## config.mk

```make
export PLATFORM = sky130hd
export DESIGN_NAME = program_counter_reg
export DESIGN_NICKNAME = d
export VERILOG_FILES = /design/src/rtl/program_counter_reg.sv
export SDC_FILE = /design/constraint.sdc
export NUM_CORES = 1
export LEC_CHECK = 0
export ABC_CLOCK_PERIOD_IN_PS = 2200
export BUFFER_PORTS_ARGS = -buffer_cell sky130_fd_sc_hd__buf_2
export CAP_MARGIN = 25
export CORE_MARGIN = 5
export CORE_UTILIZATION = 35
export CTS_CLUSTER_DIAMETER = 80
export DETAILED_ROUTE_END_ITERATION = 6
export MAX_ROUTING_LAYER = met4
export PLACE_DENSITY = 0.67
export SLEW_MARGIN = 20
export SYNTH_ARGS = -nofsm -noshare
export SYNTH_HDL_FRONTEND = slang
export SYNTH_SLANG_ARGS = --single-unit
```

## constraint.sdc

```tcl
create_clock -name clock -period 2.2 [get_ports clock]
set_clock_uncertainty 0.2 [all_clocks]
set_input_delay 0.44 -clock clock [delete_from_list [all_inputs] [get_ports clock]]
set_output_delay 0.44 -clock clock [all_outputs]
set_load 0.01 [all_outputs]
```

## src/rtl/program_counter_reg.sv

```systemverilog
// program_counter_reg: architectural PC register with PC+4, load counter
// and alignment flag. Optional macro: PC_ALIGN_CHECK_EN enables Misaligned.
module program_counter_reg #(
    parameter int unsigned WIDTH       = 64,
    parameter logic [63:0] RESET_VALUE = 64'h0,
    parameter int unsigned CNT_WIDTH   = 32
) (
    input  logic                 clock,
    input  logic                 reset,
    input  logic [WIDTH-1:0]     PC_In,
    output logic [WIDTH-1:0]     PC_Out,
    output logic [WIDTH-1:0]     PC_Plus4,
    output logic [CNT_WIDTH-1:0] Load_Count,
    output logic                 Misaligned
);

    // RESET_VALUE is truncated or zero-extended to the PC width.
    localparam logic [WIDTH-1:0] RST_PC = WIDTH'(RESET_VALUE);

    logic [WIDTH-1:0]     pc_d;
    logic [WIDTH-1:0]     pc_q;
    logic [CNT_WIDTH-1:0] cnt_d;
    logic [CNT_WIDTH-1:0] cnt_q;

    // Next state: reset wins, otherwise load PC_In verbatim and count.
    always_comb begin
        pc_d  = PC_In;
        cnt_d = cnt_q + CNT_WIDTH'(1);
        if (reset) begin
            pc_d  = RST_PC;
            cnt_d = '0;
        end
    end

    // State registers, synchronous reset folded into the next-state logic.
    always_ff @(posedge clock) begin
        pc_q  <= pc_d;
        cnt_q <= cnt_d;
    end

    assign PC_Out     = pc_q;
    assign PC_Plus4   = pc_q + WIDTH'(4);
    assign Load_Count = cnt_q;

`ifdef PC_ALIGN_CHECK_EN
    assign Misaligned = (pc_q[1:0] != 2'b00);
`else
    assign Misaligned = 1'b0;
`endif

endmodule

```

==> results.cfg, run 1 <==
[outcome]
status = complete, but fails checks
violations = setup timing

[sta]
fmax_mhz = 358.7
final-setup-viol-count = 55
finalMaxSlewViolations = 0
post-route-min-period_ps = 2788
fin_crit_sh_pct = 126.7
rsz0062_at_grt = yes
hold_viol_final = 0
setup_tns_ps = -24360
setup_slack_ps = -587.8

[power]
power_density_mw_per_mm2 = 500.9
power_frac_comb_pct = 14.8
swShare_pct = 26.05
finalPower_mw = 3.846
ir_drop_mv = 0.4608
pwr-share-clk_pct = 36.8
leakagePower_nw = 4.028
seq_power_share_pct = 48.4
internal_power_mw = 2.844
switchingPower_mw = 1.002

[route]
drt-vias-per-instance = 4.784
antenna_left = 0
drt-initial-drc-count = 159
wl_per_cell_um = 15.57
drt-pass1-iter-count = 4
drt-total-wl_mm = 15.68
drcViolationCount = 0
num_vias = 4817

[clock_network]
cts-htree-levels = 3
cts_root_buf = clkbuf_16
cts.hold.buffers_added = 0
cts_tree = done
insertion_delay_ps = 340
cts_inserted_buffers = 9
cts.sink_count = 96
clockBufferDepth = 2
path_clk_slew_ps = 70

[critical_path]
critPathMaxStageDelay_ps = 350
cp_data_required_time_ps = 1560
crit_type = reg -> out
critPathLaunchType = flip-flop
crit_path_cell_trace = nand4_1 -> buf_6 -> nor4_4 -> nand4_4 -> nor4_4 -> xor2_1 -> buf_2
worstPathMaxFanout = 6
critPathMostFrequentCell = nor4_4
cp.arrival_ps = 2150
critical_path_buf_inv_count = 2
crit_slowest_cell = dfxtp_4
crit_path_end_kind = primary output
cp_top_family = simple AND/OR/NAND/NOR gates

[logic_synthesis]
netlist_area_mm2 = 0.004420
yosys.cell_types.count = 34
synth-seq-cells = 96
avgSynthCellArea_um2 = 8.912
synth_flop_cell = dfxtp_1
ys_warn_count = 0
async_flop_share_pct = 0
synth-edff-count = 0
ys_seq_area_share_pct = 43.48
synth_nets = 564
syn_inst = 496

[cells_and_area]
fin_util_pct = 61.35
fillCellCount = 1051
layout_common_cells = 225 x buf_2, 92 x buf_4, 70 x dfxtp_1, 65 x nor2b_1, 56 x xor2_1
nNetsFinal = 898
area_growth_pct = 73.70
num_antenna_cells = 0
final_area_mm2 = 0.007679
multi_input_area_mm2 = 0.003104
final_common_cell = buf_2
layout-drive-gt1-share_pct = 57.60
register_area_mm2 = 0.001979

[placed_design]
dpl-instance-area_mm2 = 0.006669
hpwl_mm = 11.63
gp_congestion = 0.8774
pre_cts_ws_ps = -310.2
port-buffer-count = 225

[floorplanning]
core_area_mm2 = 0.01252
die_x_um = 122.4
die_area_mm2 = 0.01498
num_rows = 41
die_h_um = 122.4
initial_utilization_pct = 35.32
ios = 227

[global_routing]
grt_pass1_wl_mm = 23.80
overflow = 0
grt_max_degree = 97
grt_use_total_pct = 20.52
antenna_found_initial = 0
grt_pass1_vias = 4895

[hold_path]
hold_path_class = in -> reg

[job]
cap_violations = 0
[cell usage after synthesis (all sizes together), types with 2 or more instances]
| cell type | n | area [um^2] |
|---|---|---|
| nor2b | 66 | 412.9 |
| nand4b | 2 | 17.52 |
| buf | 5 | 30.03 |
| nand2 | 43 | 161.4 |
| nor4 | 10 | 96.35 |
| nand4 | 22 | 173.9 |
| xnor2 | 32 | 280.3 |
| or4 | 2 | 15.01 |
| nand3 | 33 | 182.7 |
| inv | 10 | 37.54 |
| xor2 | 57 | 499.2 |
| ha | 2 | 25.02 |
| nor4b | 3 | 38.79 |
| nand2b | 2 | 12.51 |
| and3 | 12 | 76.33 |
| dfxtp | 96 | 1922 |
| nor2 | 57 | 214.0 |
| nor3 | 19 | 95.09 |
| and4 | 7 | 61.31 |
| clkbuf | 11 | 41.29 |
[final cells by class]
type	instances	area share, %
multi-input cells	374	40.43
repair buffers	339	27.05
flip-flops and latches	96	25.78
clock buffers	10	2.982
well taps	172	2.803
inverters	10	0.4888
clock inverters	6	0.4725
[power by group through the flow]
stage / registers (mW) / clock network [mW] / logic, mW
2_1_floorplan: 1.95 / 0 / 0.170
3_5_place_dp: 1.90 / 0 / 0.532
3_3_place_gp: 1.89 / 0 / 0.526
4_1_cts: 1.86 / 1.45 / 0.556
5_1_grt: 1.87 / 1.54 / 0.610
6_report: 1.86 / 1.42 / 0.571
[per-stage QoR]
step	instances	hold WS, ps
2_1_floorplan	496	280.5
3_3_place_gp	971	260.9
3_5_place_dp	971	286.8
4_1_cts	999	90.89
5_1_grt	1007	93.51
6_report	1007	102.4
[repair_timing]
action / 4_1_cts / 5_1_grt
hold endpoints to repair: 0 / 0
endpoints found under the setup margin: 57 / 58
buffers inserted: 13 / 9
resized for setup: 87 / 42
pin swaps: 41 / 26
[per-layer routing]
layer | share of wire, % | vias up | GRT usage, %
met3 | 6.2 | 23 | 3.088
met1 | 38 | 2290 | 22.46
li1 | - | 2319 | -
met4 | 1.9 | 0 | 7.628
met2 | 54 | 185 | 37.51
met5 | 0 | - | -
[sequential cells by signal, summed over array words and instances (netlist names)]
register and flops:
PC_Out 64, Load_Count 32
[cells by family (layout without fill, tap and decap cells)]
group	after synthesis	after routing	share of synthesized area (%)
and+or+nand+nor	280	280	35.55
DFF	96	96	43.48
xor gates and xnor gates	89	89	17.63
buffers and inverters	26	365	2.463
adders and majority gates	2	2	0.5660
AOI/OAI and AO/OA	2	2	0.2262
other	1	1	0.08483
[worst paths after layout]
path              slack [ps]              to  cells past startpoint            from
setup / recovery        -590    PC_Plus4[54]                      7      PC_Out[31]
hold reg to reg          300  Load_Count[31]                      2  Load_Count[31]
setup reg to reg         160  Load_Count[31]                      6  Load_Count[15]
hold / removal           100       PC_Out[4]                      2        PC_In[4]
Note: power is estimated with default switching activity, not from simulation.
==> run 2: changes to the inputs <==
ABC_CLOCK_PERIOD_IN_PS = 2500   (was 2200)
CORE_MARGIN = default   (was 5)
SLEW_MARGIN = 25   (was 20)
clock period = 2.5 ns   (was 2.2 ns; I/O delays follow)
==> results.cfg, run 2 (synthesized netlist as in run 1, its figures left out) <==
[outcome]
status = complete, but fails checks
violations = setup timing

[floorplanning]
die_x_um = 114.4
num_rows = 40
initial_utilization_pct = 36.35
die_area_mm2 = 0.01308
die_h_um = 114.4
ios = 227
core_area_mm2 = 0.01216

[route]
num_vias = 4675
drt-vias-per-instance = 4.737
drt-pass1-iter-count = 4
antenna_left = 0
drt-initial-drc-count = 213
wl_per_cell_um = 14.66
drcViolationCount = 0
drt-total-wl_mm = 14.47

[critical_path]
cp_data_required_time_ps = 1800
critPathLaunchType = flip-flop
rr_worst_depth = 5
r2r-start = Load_Count[8]
cp.arrival_ps = 2180
crit_path_end_kind = primary output
reg2reg_to = Load_Count[31]
reg2reg_slack_ps = 460
worstPathMaxFanout = 4
crit_type = reg -> out

[power]
ir_drop_mv = 0.3540
swShare_pct = 24.54
seq_power_share_pct = 46.0
power_density_mw_per_mm2 = 480.5
switchingPower_mw = 0.8783
pwr-share-clk_pct = 41.0
leakagePower_nw = 3.739
power_frac_comb_pct = 13.1
internal_power_mw = 2.701

[clock_network]
cts-htree-levels = 3
cts_root_buf = clkbuf_16
path_clk_slew_ps = 70
cts_tree = done
insertion_delay_ps = 340
cts_inserted_buffers = 9
cts.sink_count = 96
clockBufferDepth = 2

[job]
cap_violations = 0

[sta]
hold_viol_final = 0
setup_slack_ps = -380.3
final-setup-viol-count = 51
holdWs_ps = 161.7
worstMarginPinSlew_ps = 677.1
worst_slew_margin_rel_pct = 54.51
rsz0062_at_grt = yes
post-route-min-period_ps = 2880
fin_crit_sh_pct = 115.2
fmax_mhz = 347.2
finalMaxSlewViolations = 0

[global_routing]
grt_use_total_pct = 21.34
antenna_found_initial = 2
grt_max_degree = 97
grt_pass1_vias = 4430
overflow = 0
grt_pass1_wl_mm = 21.24

[hold_path]
hp-start = PC_In[53]
worstHoldPathCells = 2
whs_endpoint = PC_Out[53]
hold_path_class = in -> reg

[cells_and_area]
largest_register_ffs = 64
nNetsFinal = 879
area_growth_pct = 68.53
fin_util_pct = 61.26
layout_common_cells = 225 x buf_2, 78 x buf_4, 71 x dfxtp_1, 65 x nor2b_1, 56 x xor2_1
layout-drive-gt1-share_pct = 54.53
final_common_cell = buf_2

[placed_design]
hpwl_mm = 10.26
gp_congestion = 0.9102
port-buffer-count = 225
==> run 2: critical path, stage by stage (launching register included) <==
cell	delay (ps)
dfxtp_4	370
ha_4	140
and4_4	210
nor2b_4	250
buf_4	150
buf_6	90
nand3_4	130
nor3_4	160
xor2_1	180
buf_2	150
==> run 2: area by class of cell <==
type / count / area (um^2)
Fill cell: 1020 / 4712
Multi-Input combinational cell: 374 / 2987
Sequential cell: 96 / 1961
Timing Repair Buffer: 320 / 1933
Clock buffer: 11 / 232.7
Tap cell: 168 / 210.2
Clock inverter: 5 / 81.33
Inverter: 10 / 37.54
Antenna cell: 3 / 7.507
==> run 2: what timing repair did <==
item / 4_1_cts / 5_1_grt
buffers inserted: 17 / 15
hold buffers: 0 / 0
pin swaps: 54 / 32
resized for setup: 90 / 57
hold endpoints to repair: 0 / 0
endpoints found under the setup margin: 51 / 53
==> run 2: per-stage QoR <==
stage               instance area (um^2)  setup slack [ps]  std cells  setup TNS, ps  power (mW)
finish                              7450            -380.3        987         -12370       3.580
CTS                                 7091            -361.9        970         -11900       3.598
detailed placement                  6223            -60.65        938         -275.1       2.107
floorplan                           4452             18.46        496              0       1.857
global route                        7450            -489.9        987         -17730       3.722
global placement                    6223            -5.040        938         -5.040       2.101
==> run 2: per-layer routing <==
metal | vias up | global-route usage [%] | part of all wire (%)
met4 | 0 | 8.918 | 2.2
met2 | 147 | 37.90 | 53
met3 | 28 | 3.759 | 4.4
met5 | - | - | 0
li1 | 2277 | - | -
met1 | 2223 | 23.49 | 41
==> run 2: power groups by stage <==
stage               Sequential (mW)  Combinational [mW]  Clock [mW]
global placement               1.67               0.434           0
finish                         1.65               0.468        1.47
floorplan                      1.71               0.142           0
detailed placement             1.67               0.437           0
CTS                            1.64               0.458        1.50
global route                   1.65               0.504        1.57
==> run 2: worst max-delay path by stage <==
stage,start,slack [ps],cells after the start,end
floorplan,PC_Out[27],20,5,PC_Plus4[58]
global placement,PC_Out[4],-5,7,PC_Plus4[61]
detailed placement,PC_Out[4],-60,7,PC_Plus4[61]
CTS,PC_Out[3],-360,8,PC_Plus4[54]
global route,PC_Out[28],-490,8,PC_Plus4[62]
finish,PC_Out[3],-380,9,PC_Plus4[20]
==> run 3: changes to the inputs <==
GPL_ROUTABILITY_DRIVEN = 0   (was default)
PLACE_DENSITY = 0.64   (was 0.67)
==> results.cfg, run 3 (synthesized netlist as in run 1, its figures left out) <==
[outcome]
status = complete, but fails checks
violations = setup timing

[critical_path]
critPathMaxStageDelay_ps = 370
cp_data_required_time_ps = 1800
crit_path_cell_trace = ha_4 -> and4_1 -> nor2b_4 -> nand4_4 -> nor4_4 -> xor2_1 -> buf_2
critPathLaunchType = flip-flop
crit_type = reg -> out
worstPathMaxFanout = 6
cp.arrival_ps = 2150
crit_slowest_cell = dfxtp_4
critical_path_buf_inv_count = 1
cp_top_family = simple AND/OR/NAND/NOR gates
crit_path_end_kind = primary output

[job]
cap_violations = 0

[power]
seq_power_share_pct = 45.7
power_density_mw_per_mm2 = 497.6
ir_drop_mv = 0.5044
switchingPower_mw = 0.8791
leakagePower_nw = 3.662
pwr-share-clk_pct = 41.8
finalPower_mw = 3.603
swShare_pct = 24.40
power_frac_comb_pct = 12.5
internal_power_mw = 2.724

[route]
drt-total-wl_mm = 14.05
antenna_left = 0
wl_per_cell_um = 14.41
num_vias = 4511
drt-pass1-iter-count = 4
drcViolationCount = 0
drt-initial-drc-count = 143
drt-vias-per-instance = 4.627

[clock_network]
cts.hold.buffers_added = 0
path_clk_slew_ps = 70
clockBufferDepth = 2
cts.sink_count = 96
insertion_delay_ps = 340
cts_root_buf = clkbuf_16
cts_inserted_buffers = 9
cts-htree-levels = 3
cts_tree = done

[floorplanning]
die_x_um = 114.4
die_h_um = 114.4
num_rows = 40
die_area_mm2 = 0.01308
initial_utilization_pct = 36.35
core_area_mm2 = 0.01216
ios = 227

[sta]
setup_tns_ps = -13270
rsz0062_at_grt = yes
worst_slew_margin_rel_pct = 61.35
finalMaxSlewViolations = 0
fin_crit_sh_pct = 114.1
worstMarginPinSlew_ps = 575.3
final-setup-viol-count = 51
hold_viol_final = 0
post-route-min-period_ps = 2853
holdWs_ps = 163.4
setup_slack_ps = -353.0
fmax_mhz = 350.5

[placed_design]
hpwl_mm = 10.39
pre_cts_ws_ps = -96.82
port-buffer-count = 225

[cells_and_area]
final_common_cell = buf_2
layout-drive-gt1-share_pct = 52.98
area_growth_pct = 63.80
nNetsFinal = 869
largest_register_ffs = 64
layout_common_cells = 224 x buf_2, 71 x buf_4, 66 x dfxtp_1, 65 x nor2b_1, 57 x xor2_1

[global_routing]
overflow = 0
antenna_found_initial = 1
grt_pass1_vias = 4297
grt_pass1_wl_mm = 20.90
grt_max_degree = 59
grt_use_total_pct = 20.91

[hold_path]
hold_path_class = in -> reg
## run 3: cell count changes in the layout (fill, tap and decap cells not counted), sizes merged
cell	before	now
buf	320	310
clkbuf	11	10
clkinv	2	3
clkinvlp	1	0
diode	3	1
inv	10	11
## run 3: per-layer routing
layer / part of all wire [%] / GRT usage, %
met2: 53 / 36.89
met5: 0 / -
met1: 40 / 23.45
met3: 6.2 / 5.453
met4: 1.4 / 5.281
## run 3: per-stage QoR
stage	util [%]	instances	instance area (um^2)
final	59.54	975	7241
after floorplan	-	496	4452
after detailed placement	51.19	938	6226
after CTS	56.50	959	6872
after global placement	51.19	938	6226
after global routing	59.54	975	7241
## run 3: final timing paths
| path | end | cells past startpoint | startpoint | slack [ps] |
|---|---|---|---|---|
| hold reg to reg | Load_Count[0] | 1 | Load_Count[0] | 280 |
| setup / recovery | PC_Plus4[54] | 7 | PC_Out[2] | -350 |
| setup reg to reg | Load_Count[31] | 5 | Load_Count[8] | 410 |
| hold / removal | PC_Out[37] | 2 | PC_In[37] | 160 |
## run 3: cell type report
cell class              instances  area [um^2]
diodes                          1        2.502
clock buffers                  10        239.0
clock inverters                 6        91.34
fillers                      1061         4921
inverters                      10        37.54
multi-input cells             374         2846
flip-flops and latches         96         1964
well taps                     168        210.2
repair buffers                310         1849
## run 3: timing repair
action,4_1_cts,5_1_grt
endpoints found under the setup margin,51,51
resized for setup,61,65
buffers inserted,5,16
pin swaps,29,23
## run 3: power by group through the flow
stage	clock, mW	sequential [mW]	combinational, mW
floorplan	0	1.71	0.142
global placement	0	1.67	0.425
detailed placement	0	1.67	0.431
CTS	1.54	1.64	0.439
global route	1.61	1.65	0.484
finish	1.51	1.65	0.449
